--- config.mk ---
export PLATFORM = sky130hd
export DESIGN_NAME = solver_arbiter
export DESIGN_NICKNAME = d
export VERILOG_FILES = /design/src/rtl/solver_pkg.sv /design/src/rtl/solver_arbiter_rr_picker.sv /design/src/rtl/solver_arbiter.sv
export SDC_FILE = /design/constraint.sdc
export NUM_CORES = 1
export LEC_CHECK = 0
export BUFFER_PORTS_ARGS = -buffer_cell sky130_fd_sc_hd__clkbuf_2
export CAP_MARGIN = 30
export CORE_UTILIZATION = 40
export CTS_BUF_LIST = sky130_fd_sc_hd__clkbuf_8
export DETAILED_ROUTE_END_ITERATION = 7
export PLACE_DENSITY_LB_ADDON = 0.2
export SLEW_MARGIN = 0
export SYNTH_ARGS = -nofsm -noshare
export SYNTH_HDL_FRONTEND = slang
export SYNTH_SLANG_ARGS = --single-unit
--- constraint.sdc ---
create_clock -name clock -period 3.3 [get_ports clock]
set_input_delay 0.66 -clock clock [delete_from_list [all_inputs] [get_ports clock]]
set_output_delay 0.66 -clock clock [all_outputs]
set_load 0.01 [all_outputs]
--- src/rtl/solver_pkg.sv ---
// Shared widths, FSM state encoding and defaults for the quadratic-solver arbiter.
// Latency: n/a (declarations only).
// Backpressure: n/a.
package solver_pkg;

   localparam int X_W                = 8;    // operand x width
   localparam int COEF_W             = 16;   // coefficient / result width
   localparam int DEF_TIMEOUT_CYCLES = 255;  // default watchdog limit

   typedef enum logic [1:0] {
      IDLE,
      ISSUE,
      WAIT_VALID,
      WAIT_READY
   } state_t;

endpackage

--- src/rtl/solver_arbiter_rr_picker.sv ---
// Round-robin picker: first set req bit at or above pointer, wrapping N-1 -> 0.
// Latency: purely combinational.
// Backpressure: none; the caller decides when the grant is taken.
//
// Ports:
//   req       - request vector
//   pointer   - highest-priority index for this pick (must be < N)
//   grant     - one-hot grant, all zero when req is zero
//   grant_idx - binary index of the granted bit (0 when req is zero)
module rr_picker #(
   parameter int N  = 4,
   parameter int IW = $clog2(N)
) (
   input  logic [N-1:0]  req,
   input  logic [IW-1:0] pointer,
   output logic [N-1:0]  grant,
   output logic [IW-1:0] grant_idx
);

   localparam logic [IW:0] N_EXT = (IW+1)'(N);

   always_comb begin : pick
      logic [IW:0] pos;
      logic        found;
      grant     = '0;
      grant_idx = '0;
      found     = 1'b0;
      pos       = '0;
      for (int k = 0; k < N; k++) begin
         // candidate = (pointer + k) mod N, one extra bit so the sum cannot overflow
         pos = {1'b0, pointer} + (IW+1)'(k);
         if (pos >= N_EXT) begin
            pos = pos - N_EXT;
         end
         if (!found && req[pos[IW-1:0]]) begin
            found                 = 1'b1;
            grant[pos[IW-1:0]]    = 1'b1;
            grant_idx             = pos[IW-1:0];
         end
      end
   end

endmodule

--- src/rtl/solver_arbiter.sv ---
// Shares one quadratic solver (y = a*x^2 + b*x + c) between N requesters, round-robin.
// Latency: req seen -> sol_enable next cycle; done one cycle after the sol_valid rising edge.
// Backpressure: no grant while sol_ready is low; a job holds the solver until sol_ready returns.
//
// Ports:
//   clock, reset             - rising-edge clock, asynchronous active-high reset
//   req, req_x/a/b/c         - per-client request level and packed operands (client i at slice i)
//   done, rsp_y, rsp_err     - one-cycle one-hot completion pulse, result and timeout flag
//   busy                     - high whenever a job is in flight (FSM not IDLE)
//   sol_x/a/b/c, sol_enable  - registered operands and one-cycle start pulse to the solver
//   sol_reset                - solver reset, follows reset
//   sol_y, sol_valid, sol_ready - solver result, result-valid and idle/accepting
//
// Build option: define SOLVER_TIMEOUT_EN to add a WAIT_VALID watchdog of TIMEOUT_CYCLES cycles
// that completes the job with rsp_err=1 and rsp_y=0; without it rsp_err is tied low.
module solver_arbiter
   import solver_pkg::*;
#(
   parameter int N              = 4,
   parameter int TIMEOUT_CYCLES = DEF_TIMEOUT_CYCLES
) (
   input  logic                  clock,
   input  logic                  reset,
   input  logic [N-1:0]          req,
   input  logic [X_W*N-1:0]      req_x,
   input  logic [COEF_W*N-1:0]   req_a,
   input  logic [COEF_W*N-1:0]   req_b,
   input  logic [COEF_W*N-1:0]   req_c,
   output logic [N-1:0]          done,
   output logic [COEF_W-1:0]     rsp_y,
   output logic                  rsp_err,
   output logic                  busy,
   output logic [X_W-1:0]        sol_x,
   output logic [COEF_W-1:0]     sol_a,
   output logic [COEF_W-1:0]     sol_b,
   output logic [COEF_W-1:0]     sol_c,
   output logic                  sol_enable,
   output logic                  sol_reset,
   input  logic [COEF_W-1:0]     sol_y,
   input  logic                  sol_valid,
   input  logic                  sol_ready
);

   localparam int            IW   = $clog2(N);
   localparam logic [IW-1:0] LAST = IW'(N - 1);

   state_t        state;
   logic [IW-1:0] pointer;
   logic [IW-1:0] winner;
   logic [N-1:0]  winner_oh;
   logic [N-1:0]  pick_grant;
   logic [IW-1:0] pick_idx;
   logic          valid_q;
   logic          valid_rise;

   rr_picker #(.N(N), .IW(IW)) u_pick (
      .req       (req),
      .pointer   (pointer),
      .grant     (pick_grant),
      .grant_idx (pick_idx)
   );

   // Only a fresh 0->1 transition completes a job, so a valid level left
   // high by the previous job cannot complete the next one.
   assign valid_rise = sol_valid & ~valid_q;
   assign busy       = (state != IDLE);
   assign sol_reset  = reset;

`ifdef SOLVER_TIMEOUT_EN
   localparam int TW = ($clog2(TIMEOUT_CYCLES + 1) > 8) ? $clog2(TIMEOUT_CYCLES + 1) : 8;
   logic [TW-1:0] tmo_cnt;
`else
   logic timeout_unused;
   assign timeout_unused = |TIMEOUT_CYCLES;
   assign rsp_err        = 1'b0;
`endif

   always_ff @(posedge clock or posedge reset) begin
      if (reset) begin
         state      <= IDLE;
         pointer    <= '0;
         winner     <= '0;
         winner_oh  <= '0;
         valid_q    <= 1'b0;
         done       <= '0;
         rsp_y      <= '0;
         sol_x      <= '0;
         sol_a      <= '0;
         sol_b      <= '0;
         sol_c      <= '0;
         sol_enable <= 1'b0;
`ifdef SOLVER_TIMEOUT_EN
         rsp_err    <= 1'b0;
         tmo_cnt    <= '0;
`endif
      end else begin
         valid_q    <= sol_valid;
         done       <= '0;
         sol_enable <= 1'b0;
`ifdef SOLVER_TIMEOUT_EN
         rsp_err    <= 1'b0;
`endif
         case (state)
            IDLE: begin
               if ((|req) && sol_ready) begin
                  winner     <= pick_idx;
                  winner_oh  <= pick_grant;
                  sol_x      <= req_x[pick_idx*X_W +: X_W];
                  sol_a      <= req_a[pick_idx*COEF_W +: COEF_W];
                  sol_b      <= req_b[pick_idx*COEF_W +: COEF_W];
                  sol_c      <= req_c[pick_idx*COEF_W +: COEF_W];
                  sol_enable <= 1'b1;
                  state      <= ISSUE;
               end
            end
            ISSUE: begin
`ifdef SOLVER_TIMEOUT_EN
               tmo_cnt <= '0;
`endif
               state <= WAIT_VALID;
            end
            WAIT_VALID: begin
               if (valid_rise) begin
                  rsp_y <= sol_y;
                  done  <= winner_oh;
                  state <= WAIT_READY;
`ifdef SOLVER_TIMEOUT_EN
               end else if (tmo_cnt == TW'(TIMEOUT_CYCLES - 1)) begin
                  // this is the TIMEOUT_CYCLES-th cycle spent waiting
                  rsp_y   <= '0;
                  rsp_err <= 1'b1;
                  done    <= winner_oh;
                  state   <= WAIT_READY;
               end else begin
                  tmo_cnt <= tmo_cnt + 1'b1;
`endif
               end
            end
            WAIT_READY: begin
               if (sol_ready) begin
                  pointer <= (winner == LAST) ? '0 : winner + 1'b1;
                  state   <= IDLE;
               end
            end
            default: state <= IDLE;
         endcase
      end
   end

endmodule

# Word level (Yosys, flattened, before mapping)

Index checks and enable logic that the tools add are counted.

Input bits: 248
Bits in registers: 88
Output and inout bits: 80
Word-level logic and storage cells: 106

Add/subtract/negate cells: 8
Muxes and demuxes: 40
Equal/unequal tests: 7
Magnitude comparators: 12
Shift operators: 4
Bitwise logic cells: 5
Reductions and logical operators: 18

Operator list:

| cell                                                              | number |
|---|---|
| indexed part select 64 x 7 -> 16 bit                              | 3 |
| indexed part select 32 x 6 -> 8 bit                               | 1 |
| 2-to-1 mux 2 bit                                                  | 12 |
| 2-to-1 mux 4 bit                                                  | 6 |
| 2-to-1 mux 1 bit                                                  | 13 |
| < comparator 2 x 3 -> 1 bit, second input constant                | 4 |
| OR 4 bit                                                          | 3 |
| greater-or-equal comparator 3 bit, second input constant          | 3 |
| binary-select mux 1 bit (select 2 bit)                            | 4 |
| demux 1 bit (select 2 bit)                                        | 4 |
| greater-or-equal comparator 2 x 1 -> 1 bit, second input constant | 4 |
| logical AND 1 bit                                                 | 8 |
| case mux 2 bit (4 select lines)                                   | 1 |
| subtractor 2 x 1 -> 2 bit, second input constant                  | 4 |
| adder 2 x 2 -> 3 bit, second input constant                       | 2 |
| equality test 2 bit, second input constant                        | 3 |
| != test 2 bit, second input constant                              | 3 |
| AND reduction 2 bit                                               | 3 |
| OR reduction 4 bit                                                | 1 |
| adder 2 x 1 -> 3 bit, second input constant                       | 1 |
| greater-or-equal comparator 2 x 3 -> 1 bit, second input constant | 1 |
| logical NOT 1 bit                                                 | 3 |
| AND reduction 3 bit                                               | 1 |
| adder 2 x 1 -> 2 bit, second input constant                       | 1 |
| 5 further kinds                                                   | 5 |

# Longest topological paths before layout

Depth after elaboration: 15
Mapped depth: 12
Gate-level depth less buffers: 9

# Cells and area by module

A second synthesis with hierarchy kept.

Cell total of the unflattened synthesis: 337
Area total of the unflattened synthesis: 5476.5 sq um

Modules (own cells, without submodules):

| module         | area an instance (sq um) | sequential area each (sq um) | cells each | instances |
|---|---|---|---|---|
| solver_arbiter | 4987.3                   | 2202.1                       | 272        | 1 |
| rr_picker      | 489.2                    | 0.0                          | 65         | 1 |

# Worst setup path before layout

Ideal clock, no wire load.

Path kind: register to register
From: reg pointer[0]
To: reg sol_b[10]
Cell stages (with the launch flop): 13
Data required time: 3.174 ns
Arrival: 2.686 ns
Library setup time: 0.126 ns
Path buffers: 4
Clock period less this slack: 2.812 ns
Slack: 0.488 ns
Path through: dfrtp_1 -> buf_6 -> inv_2 -> ha_1 -> clkbuf_1 -> mux4_2 -> nor2b_4 -> nor2_2 -> buf_4 -> clkbuf_4 -> mux2i_1 -> a211oi_1 -> a221o_1

Cells in the longest elaborated chain, start to end: 15
Elaborated cells between the ends (all ways): 37
Classes of those cells: add/sub: 7; order compare: 4; shift: 1; mux: 19; reduce/logical: 6

Ends and longest elaborated chain:

| item                                                                          | RTL line                       | RTL |
|---|---|---|
| start: declaration                                                            | solver_arbiter.sv:48           | `logic [IW-1:0] pointer;` |
| start signal: assignment                                                      | solver_arbiter.sv:141          | `pointer <= (winner == LAST) ? '0 : winner + 1'b1;` |
| parallel branches: the longest is 13 deep, another holds adder 2 x 1 -> 3 bit | -                              |  |
| 2-to-1 mux 2 bit (*)                                                          | solver_arbiter_rr_picker.sv:35 | `if (!found && req[pos[IW-1:0]]) begin` |
| indexed part select 64 x 7 -> 16 bit (*)                                      | solver_arbiter.sv:110          | `sol_b <= req_b[pick_idx*COEF_W +: COEF_W];` |
| end signal: assignment                                                        | solver_arbiter.sv:110          |  |
| end: declaration                                                              | solver_arbiter.sv:35           | `output logic [COEF_W-1:0] sol_b,` |

Mark *: on every way between the ends. The select of a mux whose other input is x is not followed.
A chain may end at the register's enable or synchronous reset.

# Worst setup path in the final report

From: reg pointer[0]
To: reg sol_b[7]

Same word-level chain as after synthesis.

==> metrics.txt <==
# TYPE chip_impl_metric gauge
chip_impl_metric{name="grt_start_max_net_pins",unit=""} 58
chip_impl_metric{name="synth_async_sr_flop_share",unit="%"} 100
chip_impl_metric{name="diodes",unit=""} 0
chip_impl_metric{name="grt_antenna_before_repair",unit=""} 0
chip_impl_metric{name="postSynthAreaPerCell",unit="um^2"} 10.9
chip_impl_metric{name="detailed_router_s_first_iteration_violation_count",unit=""} 225
chip_impl_metric{name="netlist-cell-type-count",unit=""} 54
chip_impl_metric{name="cp_data_arrival_time",unit="ns"} 3.18
chip_impl_metric{name="final_max_slew_viol_count",unit=""} 0
chip_impl_metric{name="finalPower",unit="uW"} 7660
chip_impl_metric{name="timing.critical_path.fanout_max",unit=""} 33
chip_impl_metric{name="grtUsageTotal",unit="%"} 24.0
chip_impl_metric{name="placementRows",unit=""} 45
chip_impl_info{name="timing_worst_setup_path_type",value="reg -> reg"} 1
chip_impl_info{name="tritoncts",value="yes"} 1
chip_impl_metric{name="routed-via-count",unit=""} 6043
chip_impl_metric{name="post-cts-setup-buffer-count",unit=""} 0
chip_impl_metric{name="numClockSinks",unit=""} 88
chip_impl_metric{name="route.detailed.drc",unit=""} 0
chip_impl_info{name="worstSetupEndpointType",value="flip-flop"} 1
chip_impl_metric{name="synthesized_cell_area",unit="um^2"} 6280
chip_impl_metric{name="ant_nets",unit=""} 0
chip_impl_metric{name="preCtsSetupSlack",unit="ns"} 0.239
chip_impl_metric{name="core_region_area",unit="um^2"} 15300
chip_impl_metric{name="postSynthRegisterBits",unit=""} 88
chip_impl_info{name="cts_root_buffer",value="sky130_fd_sc_hd__clkbuf_8"} 1
chip_impl_metric{name="first_pass_iters",unit=""} 5
chip_impl_metric{name="route.final.wire_length",unit="um"} 19600
chip_impl_metric{name="buffer_ports.inserted",unit=""} 326
chip_impl_metric{name="die_y",unit="um"} 127
chip_impl_metric{name="peakVddDrop",unit="mV"} 0.487
chip_impl_metric{name="die_w",unit="um"} 127
chip_impl_metric{name="cts_made_buffers",unit=""} 9
chip_impl_info{name="worst_hold_path_type",value="in -> async"} 1
chip_impl_metric{name="postSynthNetCount",unit=""} 832
chip_impl_metric{name="wl_per_cell",unit="um"} 17.9
chip_impl_metric{name="clk_transition_reported_paths",unit="ns"} 0.10
chip_impl_metric{name="initial_utilization",unit="%"} 41.1
chip_impl_metric{name="post_route_cells_drive_above_1_share",unit="%"} 54.6
chip_impl_metric{name="hold_viol",unit=""} 0
chip_impl_metric{name="cts_htree_levels",unit=""} 3
chip_impl_metric{name="worst_setup_skew_after_layout",unit="ns"} 0.0107
chip_impl_metric{name="synth_cells",unit=""} 574
chip_impl_metric{name="slew_headroom",unit="%"} 52.0
chip_impl_metric{name="tightest_slew",unit="ns"} 0.720
chip_impl_metric{name="power_density",unit="nW/um^2"} 915
chip_impl_metric{name="synth_edf_count",unit=""} 0
chip_impl_metric{name="cts_resized",unit=""} 0
chip_impl_metric{name="fp.dieArea",unit="um^2"} 16200
chip_impl_metric{name="cts_buffer_depth",unit=""} 2
chip_impl_metric{name="grt_first_pass_wirelength",unit="um"} 30200
chip_impl_info{name="synthFlopType",value="sky130_fd_sc_hd__dfrtp_1"} 1
chip_impl_metric{name="clock_insertion_delay_worst_skew",unit="ns"} 0.37
chip_impl_info{name="rsz_0062_raised_after_global_routing",value="no"} 1
chip_impl_metric{name="cap_violations",unit=""} 0
chip_impl_metric{name="tns",unit="ns"} 0
chip_impl_info{name="status",value="completed"} 1
chip_impl_metric{name="floorplan.io_pins",unit=""} 328
chip_impl_metric{name="cellLeakagePower",unit="uW"} 0.00409
chip_impl_metric{name="cp.required",unit="ns"} 3.62
chip_impl_metric{name="n_fill_cell",unit=""} 1408
chip_impl_metric{name="grt.overflow.total",unit=""} 0
chip_impl_metric{name="number_of_global_route_vias_before_repair",unit=""} 5911
chip_impl_metric{name="final_core_util",unit="%"} 54.9
chip_impl_info{name="critical_path.startpoint_type",value="flip-flop"} 1
chip_impl_metric{name="ys_seq_area_share",unit="%"} 35.1
chip_impl_metric{name="post_cts_hold_buffer_count",unit=""} 0
chip_impl_metric{name="synth-warning-count",unit=""} 0
chip_impl_metric{name="worst_slack",unit="ns"} 0.434
chip_impl_metric{name="place.gp.congestion",unit=""} 0.824
chip_impl_metric{name="vias_per_cell",unit=""} 5.53
chip_impl_metric{name="finalWorstPathRequiredPeriod",unit="ns"} 2.87
chip_impl_metric{name="finalSetupViolCount",unit=""} 0
chip_impl_metric{name="fin_nets",unit=""} 1134
chip_impl_metric{name="layout-area-overhead-vs-synth",unit="%"} 33.4
chip_impl_metric{name="period_share",unit="%"} 86.8
chip_impl_metric{name="max_freq",unit="MHz"} 349
chip_impl_metric{name="sum_of_net_half_perimeters_after_detailed_placement",unit="um"} 14200
-- layout make-up --
class	count	area, um^2	share of cell area (%)
well taps	211	264	3.15
inverters	14	55.1	0.657
clock inverters	7	125	1.49
multi-input cells	411	3690	44.1
flip-flops and latches	88	2200	26.3
clock buffers	9	124	1.48
repair buffers	352	1910	22.8
-- synthesized netlist by cell type, types with 2 or more instances --
master | number | area share [%]
sky130_fd_sc_hd__mux4_2 | 3 | 1.1
sky130_fd_sc_hd__buf_6 | 6 | 1.1
sky130_fd_sc_hd__ha_1 | 10 | 2.0
sky130_fd_sc_hd__mux2_1 | 12 | 2.2
sky130_fd_sc_hd__nor3_1 | 3 | 0.24
sky130_fd_sc_hd__buf_2 | 16 | 1.3
sky130_fd_sc_hd__o22ai_1 | 13 | 1.3
sky130_fd_sc_hd__dfrtp_1 | 88 | 35
sky130_fd_sc_hd__buf_12 | 2 | 0.64
sky130_fd_sc_hd__mux2i_1 | 58 | 9.2
sky130_fd_sc_hd__inv_1 | 11 | 0.66
sky130_fd_sc_hd__nand2_1 | 9 | 0.54
sky130_fd_sc_hd__a211oi_2 | 12 | 2.4
sky130_fd_sc_hd__a221o_1 | 56 | 8.9
sky130_fd_sc_hd__a211oi_1 | 49 | 5.9
sky130_fd_sc_hd__or2_1 | 3 | 0.30
sky130_fd_sc_hd__inv_2 | 3 | 0.18
sky130_fd_sc_hd__clkbuf_1 | 28 | 1.7
sky130_fd_sc_hd__mux2_2 | 62 | 11
sky130_fd_sc_hd__a22oi_1 | 4 | 0.48
sky130_fd_sc_hd__buf_4 | 6 | 0.72
sky130_fd_sc_hd__nor2_1 | 33 | 2.0
sky130_fd_sc_hd__o22ai_2 | 20 | 4.0
sky130_fd_sc_hd__o21ai_0 | 8 | 0.64
sky130_fd_sc_hd__o21ai_1 | 2 | 0.16
sky130_fd_sc_hd__a21oi_1 | 29 | 2.3
-- final timing paths --
check / from / end / slack [ns] / depth (start not counted)
max: pointer[0]$_DFFE_PP0P_ / sol_b[7]$_DFFE_PP0P_ / 0.43 / 9
min: reset / rsp_y[5]$_DFFE_PP0P_ / 0.31 / 2
max reg2reg: pointer[0]$_DFFE_PP0P_ / sol_b[7]$_DFFE_PP0P_ / 0.43 / 9
min reg2reg: winner[0]$_DFFE_PP0P_ / pointer[0]$_DFFE_PP0P_ / 0.49 / 1
max in group asynchronous: reset / pointer[0]$_DFFE_PP0P_ / 2.39 / 3
min in group clock: sol_valid / valid_q$_DFF_PP0_ / 0.43 / 1
-- cells by family after synthesis --
group	Yosys count	share of synthesized area, %
muxes	135	23.6
buffers and inverters	75	6.64
AOI/OAI and AO/OA	207	28.1
other	1	0.0597
and+or+nand+nor	58	4.50
adders and majority gates	10	1.99
DFF	88	35.1
-- sequential cells by signal (all words and copies together) (netlist names), 2 cells and up --
register / count
winner: 2
done: 4
winner_oh: 4
state: 2
rsp_y: 16
sol_x: 8
sol_b: 16
sol_a: 16
pointer: 2
sol_c: 16
-- per-stage QoR --
| stage | instance area (um^2) | hold WS [ns] | cells |
|---|---|---|---|
| global placement | 8110 | 0.464 | 1075 |
| CTS | 8380 | 0.296 | 1092 |
| global route | 8380 | 0.318 | 1092 |
| finish | 8380 | 0.309 | 1092 |
| floorplan | 6280 | 0.454 | 574 |
| detailed placement | 8130 | 0.476 | 1076 |
-- layer usage --
metal	wire (um)	track usage (%)
met5	0	0
met3	1130	4.19
met4	437	9.24
met2	9670	42.7
met1	8340	28.7
-- layout by cell type, fill, tap and decap left out, types with 4 or more instances in the layout --
cell	netlist	routed
sky130_fd_sc_hd__mux2_2	62	62
sky130_fd_sc_hd__a21oi_1	29	29
sky130_fd_sc_hd__buf_4	6	19
sky130_fd_sc_hd__o22ai_2	20	20
sky130_fd_sc_hd__inv_1	11	10
sky130_fd_sc_hd__nor2_1	33	32
sky130_fd_sc_hd__dfrtp_1	88	87
sky130_fd_sc_hd__a221o_1	56	56
sky130_fd_sc_hd__o22ai_1	13	13
sky130_fd_sc_hd__clkbuf_8	0	9
sky130_fd_sc_hd__mux2_1	12	12
sky130_fd_sc_hd__a211oi_2	12	12
sky130_fd_sc_hd__buf_12	2	6
sky130_fd_sc_hd__a211oi_1	49	49
sky130_fd_sc_hd__o21ai_0	8	8
sky130_fd_sc_hd__ha_1	10	10
sky130_fd_sc_hd__mux2i_1	58	58
sky130_fd_sc_hd__a22oi_1	4	4
sky130_fd_sc_hd__nand2_1	9	9
sky130_fd_sc_hd__clkbuf_2	0	326
-- worst max-delay path, cell delays in order (launching register included) --
cell and delay, ns:
sky130_fd_sc_hd__dfrtp_2 0.48, sky130_fd_sc_hd__inv_2 0.09, sky130_fd_sc_hd__ha_1 0.36, sky130_fd_sc_hd__mux4_2 0.39, sky130_fd_sc_hd__nor2b_4 0.27, sky130_fd_sc_hd__or4_1 0.16, sky130_fd_sc_hd__buf_4 0.42, sky130_fd_sc_hd__o22ai_2 0.14
sky130_fd_sc_hd__a211oi_1 0.30, sky130_fd_sc_hd__a221o_1 0.16
-- power breakdown --
part           internal (uW)  switching (uW)
Sequential              1590             285
Clock                    512             428
Combinational           2260            2590
Note: power is estimated with default switching activity, not from simulation.
